### src/rtl/skut_deframer.sv
// skut_deframer
// Receive-side SKUT frame deframer. Hunts for the two-byte marker
// (SYNC0, SYNC1) in a strobed byte stream, then writes each 128-byte frame
// by address into an external ping-pong buffer pair. A flywheel keeps frame
// lock across up to MISS_LIMIT-1 consecutive bad markers.
//
// Ports
//   clk        system clock
//   rst        asynchronous active-low reset
//   iStrobe    one-cycle sample strobe (at least 2 clk apart)
//   iData      sample byte, valid with iStrobe
//   oData      byte to buffer, valid with oWrEn
//   oAddr      frame position 0..127, valid with oWrEn
//   oWrEn      one-cycle buffer write pulse
//   oBufSel    buffer currently being written
//   oFrameRdy  one-cycle pulse: locked frame complete in buffer ~oBufSel
//   oLock      frame lock indicator
//   oMissCnt   saturating count of marker failures since reset
module skut_deframer #(
    parameter logic [7:0]  SYNC0      = 8'h7E,
    parameter logic [7:0]  SYNC1      = 8'h81,
    parameter int unsigned MISS_LIMIT = 3
) (
    input  logic       clk,
    input  logic       rst,
    input  logic       iStrobe,
    input  logic [7:0] iData,
    output logic [7:0] oData,
    output logic [6:0] oAddr,
    output logic       oWrEn,
    output logic       oBufSel,
    output logic       oFrameRdy,
    output logic       oLock,
    output logic [7:0] oMissCnt
);

    localparam logic [3:0] MISS_LIM4 = 4'(MISS_LIMIT);

    typedef enum logic [1:0] {S_HUNT, S_MARK, S_ACQ, S_CHK} state_t;

    state_t     state_q, state_d;
    logic [6:0] pos_q, pos_d;
    logic [3:0] run_q, run_d;
    logic       hdr_ok_q, hdr_ok_d;     // position-0 byte of this marker matched SYNC0
    logic [7:0] data_q, data_d;
    logic [6:0] addr_q, addr_d;
    logic       wren_q, wren_d;
    logic       done_q, done_d;         // locked frame finished; Rdy/toggle follow next cycle
    logic       rdy_q, rdy_d;
    logic       bufsel_q, bufsel_d;
    logic       lock_q, lock_d;
    logic [7:0] miss_q, miss_d;
    logic [3:0] run_inc;

    always_comb begin
        state_d  = state_q;
        pos_d    = pos_q;
        run_d    = run_q;
        hdr_ok_d = hdr_ok_q;
        data_d   = data_q;
        addr_d   = addr_q;
        wren_d   = 1'b0;
        done_d   = 1'b0;
        rdy_d    = done_q;
        bufsel_d = bufsel_q ^ done_q;
        lock_d   = lock_q;
        miss_d   = miss_q;
        run_inc  = run_q + 4'd1;

        if (iStrobe) begin
            data_d = iData;
            unique case (state_q)
                S_HUNT: begin
                    run_d = 4'd0;
                    if (iData == SYNC0) begin
                        wren_d  = 1'b1;
                        addr_d  = 7'd0;
                        state_d = S_MARK;
                    end
                end
                S_MARK: begin
                    if (iData == SYNC1) begin
                        wren_d  = 1'b1;
                        addr_d  = 7'd1;
                        pos_d   = 7'd2;
                        state_d = S_ACQ;
                    end else if (iData == SYNC0) begin
                        // Repeated SYNC0: treat the newest one as the marker start
                        wren_d = 1'b1;
                        addr_d = 7'd0;
                    end else begin
                        state_d = S_HUNT;
                    end
                end
                S_ACQ: begin
                    wren_d = 1'b1;
                    addr_d = pos_q;
                    pos_d  = pos_q + 7'd1;      // 127 wraps to 0 for the marker check
                    if (pos_q == 7'd127) begin
                        state_d = S_CHK;
                        done_d  = lock_q;       // first acquired frame is not announced
                    end
                end
                S_CHK: begin
                    wren_d = 1'b1;
                    addr_d = pos_q;
                    if (pos_q == 7'd0) begin
                        hdr_ok_d = (iData == SYNC0);
                        pos_d    = 7'd1;
                    end else if (hdr_ok_q && iData == SYNC1) begin
                        lock_d  = 1'b1;
                        run_d   = 4'd0;
                        pos_d   = 7'd2;
                        state_d = S_ACQ;
                    end else begin
                        miss_d = (miss_q == 8'hFF) ? miss_q : miss_q + 8'd1;
                        if (lock_q && run_inc < MISS_LIM4) begin
                            // Flywheel: assume alignment still holds
                            run_d   = run_inc;
                            pos_d   = 7'd2;
                            state_d = S_ACQ;
                        end else begin
                            // Failing byte is not re-examined for SYNC0
                            lock_d  = 1'b0;
                            run_d   = 4'd0;
                            pos_d   = 7'd0;
                            state_d = S_HUNT;
                        end
                    end
                end
            endcase
        end
    end

    always_ff @(posedge clk or negedge rst) begin
        if (!rst) begin
            state_q  <= S_HUNT;
            pos_q    <= 7'd0;
            run_q    <= 4'd0;
            hdr_ok_q <= 1'b0;
            data_q   <= 8'd0;
            addr_q   <= 7'd0;
            wren_q   <= 1'b0;
            done_q   <= 1'b0;
            rdy_q    <= 1'b0;
            bufsel_q <= 1'b0;
            lock_q   <= 1'b0;
            miss_q   <= 8'd0;
        end else begin
            state_q  <= state_d;
            pos_q    <= pos_d;
            run_q    <= run_d;
            hdr_ok_q <= hdr_ok_d;
            data_q   <= data_d;
            addr_q   <= addr_d;
            wren_q   <= wren_d;
            done_q   <= done_d;
            rdy_q    <= rdy_d;
            bufsel_q <= bufsel_d;
            lock_q   <= lock_d;
            miss_q   <= miss_d;
        end
    end

    assign oData     = data_q;
    assign oAddr     = addr_q;
    assign oWrEn     = wren_q;
    assign oBufSel   = bufsel_q;
    assign oFrameRdy = rdy_q;
    assign oLock     = lock_q;
    assign oMissCnt  = miss_q;

endmodule

### config.mk
export PLATFORM = sky130hd
export DESIGN_NAME = skut_deframer
export DESIGN_NICKNAME = d
export VERILOG_FILES = /design/src/rtl/skut_deframer.sv
export SDC_FILE = /design/constraint.sdc
export NUM_CORES = 1
export LEC_CHECK = 0
export ABC_AREA = 1
export CORE_MARGIN = 8
export CORE_UTILIZATION = 30
export DETAILED_ROUTE_END_ITERATION = 10
export PLACE_DENSITY_LB_ADDON = 0.08
export REMOVE_ABC_BUFFERS = 1
export SETUP_SLACK_MARGIN = 0.4
export SYNTH_ARGS = -nofsm -noshare
export SYNTH_HDL_FRONTEND = slang
export SYNTH_SLANG_ARGS = --single-unit
### constraint.sdc
create_clock -name clk -period 1.9 [get_ports clk]
set_input_delay 0.38 -clock clk [delete_from_list [all_inputs] [get_ports clk]]
set_output_delay 0.38 -clock clk [all_outputs]
set_load 0.02 [all_outputs]
# ---- Word-level counts from Yosys, hierarchy flattened
# Cells that the tools add are included.
dict set report totals {
  ff_bits 42
  input_bits 11
  output_inout_bits 27
  wordCells 75
}
dict set report classes {
  n_addsub 3
  n_lt_le_gt_ge 1
  n_eq_ne 13
  muxes 29
  bitwise_logic 4
  reduce_logical 13
}
# op n
set op_table {}
lappend op_table {{case mux 7 bit (3 select lines)} 2}
lappend op_table {{2-to-1 mux 7 bit} 3}
lappend op_table {{2-to-1 mux 2 bit} 10}
lappend op_table {{equality test 8 bit, second input constant} 2}
lappend op_table {{2-to-1 mux 4 bit} 3}
lappend op_table {{!= test 2 bit, second input constant} 5}
lappend op_table {{AND reduction 5 bit} 2}
lappend op_table {{AND reduction 3 bit} 3}
lappend op_table {{adder 8 x 1 -> 8 bit, second input constant} 1}
lappend op_table {{equality test 8 x 7 -> 1 bit, second input constant} 1}
lappend op_table {{2-to-1 mux 1 bit} 8}
lappend op_table {{case mux 2 bit (4 select lines)} 1}
lappend op_table {{case mux 4 bit (2 select lines)} 1}
lappend op_table {{adder 7 x 1 -> 7 bit, second input constant} 1}
lappend op_table {{equality test 7 bit, second input constant} 1}
lappend op_table {{logical NOT 7 bit} 1}
lappend op_table {{adder 4 x 1 -> 4 bit, second input constant} 1}
lappend op_table {{equality test 2 bit, second input constant} 2}
lappend op_table {{less-than comparator 4 x 2 -> 1 bit, second input constant} 1}
lappend op_table {{AND reduction 4 bit} 1}
lappend op_table {{!= test 3 bit, second input constant} 1}
lappend op_table {{inverter 1 bit} 3}
lappend op_table {{case mux 1 bit (3 select lines)} 1}
lappend op_table {{nonzero test 3 bit} 1}
lappend op_table {{other kinds (6)} 7}

# ---- Logic depth before layout (Yosys ltp)
dict set report depth {
  ltp_word 7
  mapped_depth 11
  mapped_depth_nobuf 11
}

# ---- Worst setup path before layout
# OpenSTA, ideal clock, no wires.
dict set report synth_path {
  kind {flip-flop to flip-flop}
  from {register miss_q[0] (netlist: oMissCnt[0])}
  to {register miss_q[6] (netlist: oMissCnt[6])}
  setup_ns 0.065
  arrival_time_ns 1.359
  t_required_ns 1.835
  slack_ns 0.476
  path_stages_with_launch 8
  path_buffers 0
  synth_period_minus_slack_ns 1.424
  path_cell_list {dfrtp_1 ha_1 nand3_2 nor2_4 nand3_4 nand3_2 nand2_1 nand2_1}
}
dict set report synth_via {
  elab_chain_len 3
  word_cells_on_any_way 4
  classes_between {1 x add/sub; 1 x eq/ne; 1 x bitwise; 1 x reduce/logical}
}
# element line_no
set synth_lines {}
lappend synth_lines {{start, declared} 52} ;# logic [7:0] miss_q, miss_d;
lappend synth_lines {{start signal, assigned} 161} ;# miss_q <= miss_d;
lappend synth_lines {{branches (longest 3 deep; another with adder 8 x 1 -> 8 bit)} --}
# Parallel ways; which one is timed is not known.
# A chain may end at the register's enable or synchronous reset.

# ---- Worst setup path in the final report
dict set report layout_path {
  from {register miss_q[2] (netlist: oMissCnt[2])}
  to {output port oMissCnt[2]}
}
# element line_no
set layout_rtl {}
lappend layout_rtl {{end, declared} 34} ;# output logic [7:0] oMissCnt
# No word-level cell between the ends.

==> results by group <==
Finish
  – Fin area: ~0.0031 mm2
  – Antenna diode count: 0
  – Fillers: 796
  – Final Non-Filler Cells: 448
  – Share of cells above drive strength 1: 0.229
  – Synthesis-to-layout area growth: 35.5%
  – Util after Layout: 0.421
  – Post-layout nets: between 300 and 400

Route
  – DRC errors left: 0
  – Post-route ant nets: 0
  – Routed vias/inst: between 4 and 5
  – First-pass detailed-route iteration total: 4
  – Initial DRC count: 80
  – Post-Route WL: about 5700 um
  – DR WL/cell: approximately 13 um
  – Via count: between 1500 and 2000

Synth
  – Most numerous cell in the Yosys netlist: nand2_1
  – Seq/Total Area, Yosys: 0.464
  – Post-Synthesis Cells: around 290
  – Post-synth ARST share: 1.00
  – Area of the mapped netlist: about 0.0023 mm2
  – Top-area cell type share of the netlist area: 0.464
  – Dominant cell type by area after synthesis: dfrtp_1
  – Most common flop cell mapped by yosys: dfrtp_1
  – Top post-synthesis cells by count: nand2_1 (94), dfrtp_1 (42), inv_1 (30), nor2_1 (30), nand3_1 (17)
  – Yosys reg bits: 42
  – Synth top area cells: dfrtp_1 (46%), nand2_1 (16%), inv_1 (5.0%), nor2_1 (5.0%), nand3_1 (3.8%)
  – Mean Syn Cell Area: a little under 8 um2
  – Post-synthesis cell type count: 28
  – Number of flops mapped to enable cells by yosys: 0
  – Synth warnings: 0

Power and ir drop
  – P_int: 1.52 mW
  – Clk pwr share: 0.331
  – Sequential power share: 0.473
  – Pwr Density: between 600 and 700 mW/mm2
  – LEAKAGE: about 1.6 nW
  – Total power: 2.14 mW
  – Peak VDD IR: around 0.37 mV
  – Switching pwr: 623 uW
  – Switching share of power: 0.291
  – Gate power share: 0.196

Die
  – Starting Density: 0.311
  – Die area: about 0.011 mm2
  – # IOs: 38
  – Core area: 0.00729 mm2
  – Row count: 31
  – Die Wd: 103 um
  – Die height: ~100 um

Critical path
  – Reg2reg start: pos_q[3]
  – Critical Path AT: approximately 1.1 ns
  – Worst reg2reg path depth: 7
  – R2R setup slack: around 0.46 ns
  – Slowest Stage Delay on Critical Path: around 0.44 ns
  – Worst R2R End: oMissCnt[7]
  – WP depth: 1
  – Crit Path Max Fanout: 5
  – CP cell instances: clkdlybuf4s15_1
  – Endpoint class of the critical path: output port
  – Critical path's slowest cell: dfrtp_1
  – Buffers & Inverters on Critical Path: 1
  – WP data required: approximately 1.5 ns
  – CP Launch Type: register
  – Crit Path Class: register to output port
  – Top delay family on crit path: flip-flops

Clock network
  – TritonCTS Buffers: 5
  – CTS H-Tree Depth: 2
  – Hold buffer count at CTS: 0
  – CTS clk-pin slew, worst paths: around 0.090 ns
  – Clock sink count: 42
  – Worst-Skew Late Latency: ~0.30 ns
  – Clock Tree Root: clkbuf_8
  – CTS tree: built
  – Longest Clk Path Bufs: 2

Global route
  – Initial antenna violation count: 0
  – Vias in the first global route: 1872
  – First-pass GRT wire length: between 9000 and 10000 um
  – GRT Overall Usage: 0.110
  – Largest net degree at the start of global routing: 43
  – Grt total ovfl: 0
  – Met1 GRT Util: 0.151
  – Grt met2 use: 0.166
  – Most Crowded Layer GR: met2
  – M3 GR Usage: 0.0290

Placed design
  – Setup slack at placement: between 0.1 and 0.15 ns
  – Post-DP HPWL: between 4000 and 5000 um
  – Dpl cell area: about 0.0028 mm2
  – GP Congestion: 0.803
  – IO Port Bufs: 37
  – Placed Cells: 424

STA
  – RSZ-0062 raised after global routing: yes
  – Fin Setup TNS: 0 ns
  – Worst slew margin: 0.641
  – Clock skew: 0.0111 ns
  – Max-slew violation count: 0
  – Final setup margin: approximately 0.45 ns
  – Setup violations, final: 0
  – Slew @ Worst Pin: roughly 0.54 ns
  – Final Cycle Share: 0.762
  – Hold WS: about 0.14 ns
  – Tmin final: approximately 1.4 ns
  – Max Clk Rate: slightly below 0.7 GHz
  – Fin. Hold Viols: 0

Min path
  – Hold Path Class: input pin to asynchronous set/reset pin

Run status
  – Outcome: completed

Flow run
  – Max_cap viols: 0
-- kinds of logic after synthesis --
family,Yosys count,share of synthesized area
DFF,42,0.464
and+or+nand+nor,168,0.332
AOI/OAI and AO/OA,23,0.0618
xor gates and xnor gates,10,0.0386
adders and majority gates,5,0.0276
buffers and inverters,41,0.0762
-- state kept, by name (all words and copies together), names as in the netlist --
| signal | count |
|---|---|
| done_q | 1 |
| hdr_ok_q | 1 |
| oAddr | 7 |
| oBufSel | 1 |
| oData | 8 |
| oFrameRdy | 1 |
| oLock | 1 |
| oMissCnt | 8 |
| oWrEn | 1 |
| pos_q | 7 |
| run_q | 4 |
| state_q | 2 |
-- power by group through the flow --
stage | Sequential [mW] | Combinational [mW] | Clock [mW]
finish | 1.01 | 0.419 | 0.710
global route | 1.02 | 0.474 | 0.762
CTS | 1.01 | 0.381 | 0.741
detailed placement | 1.04 | 0.354 | 0
global placement | 1.04 | 0.354 | 0
floorplan | 1.06 | 0.160 | 0
-- per-layer routing --
layer	vias to the layer above	part of all wire	wire length, um
met5	-	0	0
met4	0	0.0067	38
met2	36	0.44	2500
met1	897	0.49	2770
li1	1027	-	-
met3	4	0.062	351
-- cells in the final DEF (no fill, tap or decap), types with 2 or more instances in the layout --
cell | Yosys | layout
ha_1 | 5 | 2
buf_4 | 0 | 19
clkdlybuf4s15_1 | 0 | 2
inv_1 | 30 | 23
o21ai_1 | 2 | 2
clkbuf_8 | 0 | 5
a21oi_1 | 2 | 2
nand3_2 | 5 | 5
dlygate4sd2_1 | 0 | 21
o21ai_0 | 12 | 12
xnor2_1 | 3 | 3
ha_2 | 0 | 2
a21oi_2 | 2 | 2
nand2_2 | 3 | 7
nor2_2 | 3 | 5
nor2_1 | 30 | 26
o21ai_2 | 4 | 4
xor2_1 | 7 | 7
nand2_1 | 94 | 90
nand3_4 | 1 | 3
nand4_1 | 12 | 12
dfrtp_1 | 42 | 40
nand3_1 | 17 | 15
clkbuf_2 | 0 | 4
nor2_4 | 1 | 3
buf_12 | 0 | 2
dlymetal6s2s_1 | 0 | 7
clkdlybuf4s50_1 | 0 | 2
inv_2 | 3 | 9
dfrtp_2 | 0 | 2
-- layout make-up --
type | count | area, um2 | share of cell area
clock inverter | 2 | 37.5 | 0.0122
sequential | 42 | 1050 | 0.343
multi-input combinational | 206 | 1120 | 0.365
clock buffer | 6 | 72.6 | 0.0236
tap | 99 | 124 | 0.0403
inverter | 34 | 131 | 0.0428
timing repair buffer | 59 | 531 | 0.173
-- worst max-delay path by stage --
stage / to / slack, ns / from
after floorplan: oMissCnt[6] / 0.46 / pos_q[0]
after global placement: oAddr[1] / 0.12 / iData[2]
after detailed placement: oAddr[1] / 0.10 / iData[0]
after CTS: oMissCnt[6] / 0.36 / oMissCnt[6]
after global routing: hdr_ok_q / 0.37 / pos_q[1]
final: oMissCnt[2] / 0.45 / oMissCnt[2]
-- repair_timing --
| item | CTS | global route |
|---|---|---|
| setup buffers | 7 | 9 |
| pin swaps | 2 | 10 |
| gates resized for setup | 33 | 41 |
| setup endpoints to repair | 41 | 37 |
(Power assumes the default switching activity.)
